### config.mk
export PLATFORM = sky130hd
export DESIGN_NAME = mul_unit
export DESIGN_NICKNAME = d
export VERILOG_FILES = /design/src/rtl/mul_unit.sv
export SDC_FILE = /design/constraint.sdc
export NUM_CORES = 2
export LEC_CHECK = 0
export ABC_AREA = 1
export CORE_MARGIN = 2
export CORE_UTILIZATION = 55
export CTS_CLUSTER_DIAMETER = 80
export DETAILED_ROUTE_END_ITERATION = 16
export PLACE_DENSITY = 0.72
export SLEW_MARGIN = 0
export SYNTH_ARGS = -nofsm -noshare
export SYNTH_HDL_FRONTEND = slang
export SYNTH_SLANG_ARGS = --single-unit
### constraint.sdc
create_clock -name clk_i -period 7 [get_ports clk_i]
set_input_delay 1.05 -clock clk_i [delete_from_list [all_inputs] [get_ports clk_i]]
set_output_delay 1.05 -clock clk_i [all_outputs]
set_load 0.005 [all_outputs]
### src/rtl/mul_unit.sv
// RV32M multiply unit: MUL/MULH/MULHSU/MULHU over an unsigned 32x32 array.
// Three-cycle sequence: accept, multiply, sign-fix and word select.
module mul_unit (
   input  logic        clk_i,
   input  logic        reset_i,
   input  logic        start_i,
   input  logic [1:0]  op_i,
   input  logic [31:0] rs1_i,
   input  logic [31:0] rs2_i,
   input  logic        kill_i,
   output logic        busy_o,
   output logic        done_o,
   output logic [31:0] result_o
);

   localparam int unsigned XLEN = 32;
   localparam int unsigned PLEN = 2 * XLEN;

   localparam logic [1:0] OP_MUL    = 2'b00;
   localparam logic [1:0] OP_MULH   = 2'b01;
   localparam logic [1:0] OP_MULHSU = 2'b10;

   typedef enum logic [1:0] {
      ST_IDLE = 2'b00,
      ST_MUL  = 2'b01,
      ST_FIX  = 2'b10
   } state_t;

   state_t            state;
   logic [XLEN-1:0]   a_q;
   logic [XLEN-1:0]   b_q;
   logic [PLEN-1:0]   p_q;
   logic              neg_q;
   logic [1:0]        op_q;

   logic              sa;
   logic              sb;
   logic              a_neg;
   logic              b_neg;
   logic [XLEN-1:0]   a_mag;
   logic [XLEN-1:0]   b_mag;
   logic [PLEN-1:0]   prod;
   logic [PLEN-1:0]   fixed;

   // Unsigned 32x32 array product.
   function automatic logic [PLEN-1:0] multiplier_32(input logic [XLEN-1:0] a,
                                                     input logic [XLEN-1:0] b);
      return PLEN'(a) * PLEN'(b);
   endfunction

   // Operand signedness and magnitudes; |0x80000000| stays 0x80000000.
   always_comb begin
      sa    = (op_i == OP_MULH) || (op_i == OP_MULHSU);
      sb    = (op_i == OP_MULH);
      a_neg = sa & rs1_i[XLEN-1];
      b_neg = sb & rs2_i[XLEN-1];
      a_mag = a_neg ? (~rs1_i + XLEN'(1)) : rs1_i;
      b_mag = b_neg ? (~rs2_i + XLEN'(1)) : rs2_i;
      prod  = multiplier_32(a_q, b_q);
      fixed = neg_q ? (~p_q + PLEN'(1)) : p_q;
   end

   assign busy_o = (state == ST_MUL) || (state == ST_FIX);

   always_ff @(posedge clk_i or negedge reset_i) begin
      if (!reset_i) begin
         state    <= ST_IDLE;
         a_q      <= '0;
         b_q      <= '0;
         p_q      <= '0;
         neg_q    <= 1'b0;
         op_q     <= '0;
         done_o   <= 1'b0;
         result_o <= '0;
      end else begin
         done_o <= 1'b0;
         case (state)
            ST_IDLE: begin
               if (start_i && !kill_i) begin
                  a_q   <= a_mag;
                  b_q   <= b_mag;
                  neg_q <= a_neg ^ b_neg;
                  op_q  <= op_i;
                  state <= ST_MUL;
               end
            end
            ST_MUL: begin
               if (kill_i) begin
                  state <= ST_IDLE;
               end else begin
                  p_q   <= prod;
                  state <= ST_FIX;
               end
            end
            ST_FIX: begin
               if (!kill_i) begin
                  result_o <= (op_q == OP_MUL) ? fixed[XLEN-1:0] : fixed[PLEN-1:XLEN];
                  done_o   <= 1'b1;
               end
               state <= ST_IDLE;
            end
            default: state <= ST_IDLE;
         endcase
      end
   end

endmodule

==> reports/metrics.yaml <==
clock_tree:
  cts_root_buf: "clkbuf_16"
  clk_pin_slew_ps: 100
  cts_buffers: 17
  insertion_delay_ps: 540
  ctsLongestPathBuffers: 2
  cts_tree: "yes"
  cts_hold_buf: 0
  cts-htree-levels: 4
  clock-sinks: 166
final_layout:
  multiInputGateArea_um2: 34600
  drive_above_1_share_pct: 6.78
  nets: 7864
  seq_area_um2: 4170
  fill_cells: 7904
  syn_to_final_growth_pct: 9.49
min_path:
  hold-path-endpoint: "result_o[2]"
  holdPathStages: 2
  hp-class: "register to register"
  worstHoldStart: "result_o[2]"
timing:
  holdWs_ps: 501
  final_hold_viol_count: 0
  relSlewSlack_pct: 35.3
  finalCritPeriodShare_pct: 98.1
  finClkSkew_ps: 34.9
  max_freq_ghz: 0.146
  tightest_slew_ps: 969
  setup_viol: 0
  period_needed_ps: 6870
  slew_viol_final: 0
  rsz0062_at_grt: "yes"
  setup_tns_ps: 0
synth:
  synth_ff_type: "dfrtp_1"
  synth_common_cells: "1991 x nand2_1, 1889 x inv_1, 896 x fa_1, 287 x nor2_1, 279 x clkbuf_1"
  synth.avg_cell_area_um2: 7.12
  yosysTopAreaCell: "fa_1"
  netlist.area_leader.share_pct: 38.2
  synth_cell_types: 46
  synth_area_leaders: "fa_1 38%, nand2_1 16%, inv_1 15%, dfrtp_1 8.9%, ha_1 7.2%"
  synthesis.instances: 6590
  synth_fp_nets: 7826
  synth_edf_count: 0
  syn-cell-area_um2: 46900
  ys_warn_count: 0
  async_flop_share_pct: 100
  synth.most_common_cell: "nand2_1"
  ys_ff_latch: 166
  yosysSeqAreaShare_pct: 8.85
die:
  ioPinCount: 104
  die_h_um: 296
  start_util_pct: 55.3
  die_w_um: 296
  die_area_um2: 87700
  num_rows: 107
  core-area_um2: 84900
setup_path:
  r2r_start: "b_q[30]"
  crit_arrival_ps: 7270
  regToRegEndpoint: "p_q[53]"
  r2r_cells: 26
  cp-start-kind: "register"
  cp_max_fo: 12
  setup.worst_path.class: "register to register"
  worstPathRequired_ps: 7400
  startpoint: "b_q[30]"
  r2r_setup_slack_ps: 130
  cp-end-kind: "register"
place:
  hpwl_um: 120000
  gp_congestion: 1.03
  portBuffers: 103
grt:
  grt_max_degree: 84
  grt.overflow.total: 0
  antenna_found_initial: 1
  grt_pass1_vias: 41828
  grt_usage_pct: 34.7
  grt_pass1_wl_um: 231000
detailed_routing:
  first_pass_iters: 7
  drtIter0Drc: 3181
  dr_wl_met2_um: 67800
  drt-met1-wl_um: 56900
  wirelength_um: 147000
  via_per_inst: 5.19
  wl_met3_um: 11100
  vias: 40397
  drc: 0
  detail_route.wl_per_cell_um: 18.8
  highest_layer: "met5"
  ant_nets: 0
status:
  status: "complete, no violations"
flow_run:
  maxCapViolCount: 0
## kinds of logic (layout without fill, tap and decap cells)
family                   count (synthesis)  in the layout  share of synthesized area, %
flip-flops                             166            166                          8.85
adder cells (fa/ha/maj)               1166           1166                          45.4
AO/OA/AOI/OAI                          275            275                          3.18
buffers and inverters                 2227           2278                          17.9
XOR/XNOR                                54             54                          1.01
AND/OR/NAND/NOR                       2702           2702                          23.6
other                                    0              1                             0
## per-layer routing
metal,track usage [%],vias up
met5,0,-
li1,-,18662
met1,44.5,19533
met3,5.22,411
met2,56.0,1789
met4,20.3,2
## worst max-delay path: stages (launching register included)
cell and delay [ps]:
dfrtp_1 750, buf_4 330, nand2_1 100, fa_1 500, fa_1 530, inv_1 60
fa_1 470, inv_1 50, fa_1 510, fa_1 440, fa_1 570, inv_1 60
ha_1 280, ha_1 280, ha_1 460, nand2_1 140, buf_4 160, nor2_1 210
nand2_1 180, inv_1 80, nand2_1 80, nor2_1 110, nand2_1 80, nand3_1 80
nand2_1 50, nand3_1 110, nand2_1 60
## layout by cell type, fill, tap and decap left out, drive strengths merged, types with 24 or more instances in the layout
| cell type | count |
|---|---|
| nand4 | 40 |
| o21ai | 136 |
| buf | 227 |
| clkdlybuf4s50 | 102 |
| nor2 | 331 |
| fa | 896 |
| nand3 | 254 |
| nor3 | 33 |
| xor2 | 30 |
| a21oi | 110 |
| inv | 1918 |
| ha | 270 |
| xnor2 | 24 |
| dfrtp | 166 |
| nand2 | 2013 |
## worst max-delay path by stage
stage / end / cells past startpoint
2_1_floorplan: p_q[61] / 28
4_1_cts: p_q[32] / 25
5_1_grt: p_q[37] / 27
3_3_place_gp: p_q[32] / 27
3_5_place_dp: p_q[22] / 27
6_report: p_q[53] / 26
## through the flow
stage                     util (%)  instance area (µm²)  std cells  setup slack (ps)
after global routing          60.5                51400       7785             -44.8
final                         60.5                51400       7786               131
after floorplan                  -                46900       6590               691
after global placement        59.3                50400       7741              44.6
after CTS                     60.1                51000       7773              44.1
after detailed placement      59.3                50400       7741              18.4
## layout make-up
| class | instances | area share, % |
|---|---|---|
| antenna | 1 | 0.00487 |
| timing repair buffer | 332 | 6.60 |
| tap | 1144 | 2.79 |
| multi-input combinational | 4197 | 67.3 |
| sequential | 166 | 8.12 |
| clock inverter | 14 | 0.346 |
| clock buffer | 18 | 0.855 |
| inverter | 1914 | 14.0 |
## registers in the layout, summed over array words and instances (netlist names)
| register | count |
|---|---|
| a_q | 32 |
| b_q | 32 |
| done_o | 1 |
| neg_q | 1 |
| op_q | 2 |
| p_q | 64 |
| result_o | 32 |
| state | 2 |
## timing repair
item	CTS	global route
resized for setup	1	64
setup buffers	0	10
gates cloned	0	2
endpoints found under the hold margin	0	0
pin swaps	0	6
setup endpoints to repair	5	41
Power is left out: the tool's default activity adds up to more than one toggle a clock period on the data nets, which glitch-free logic cannot reach.
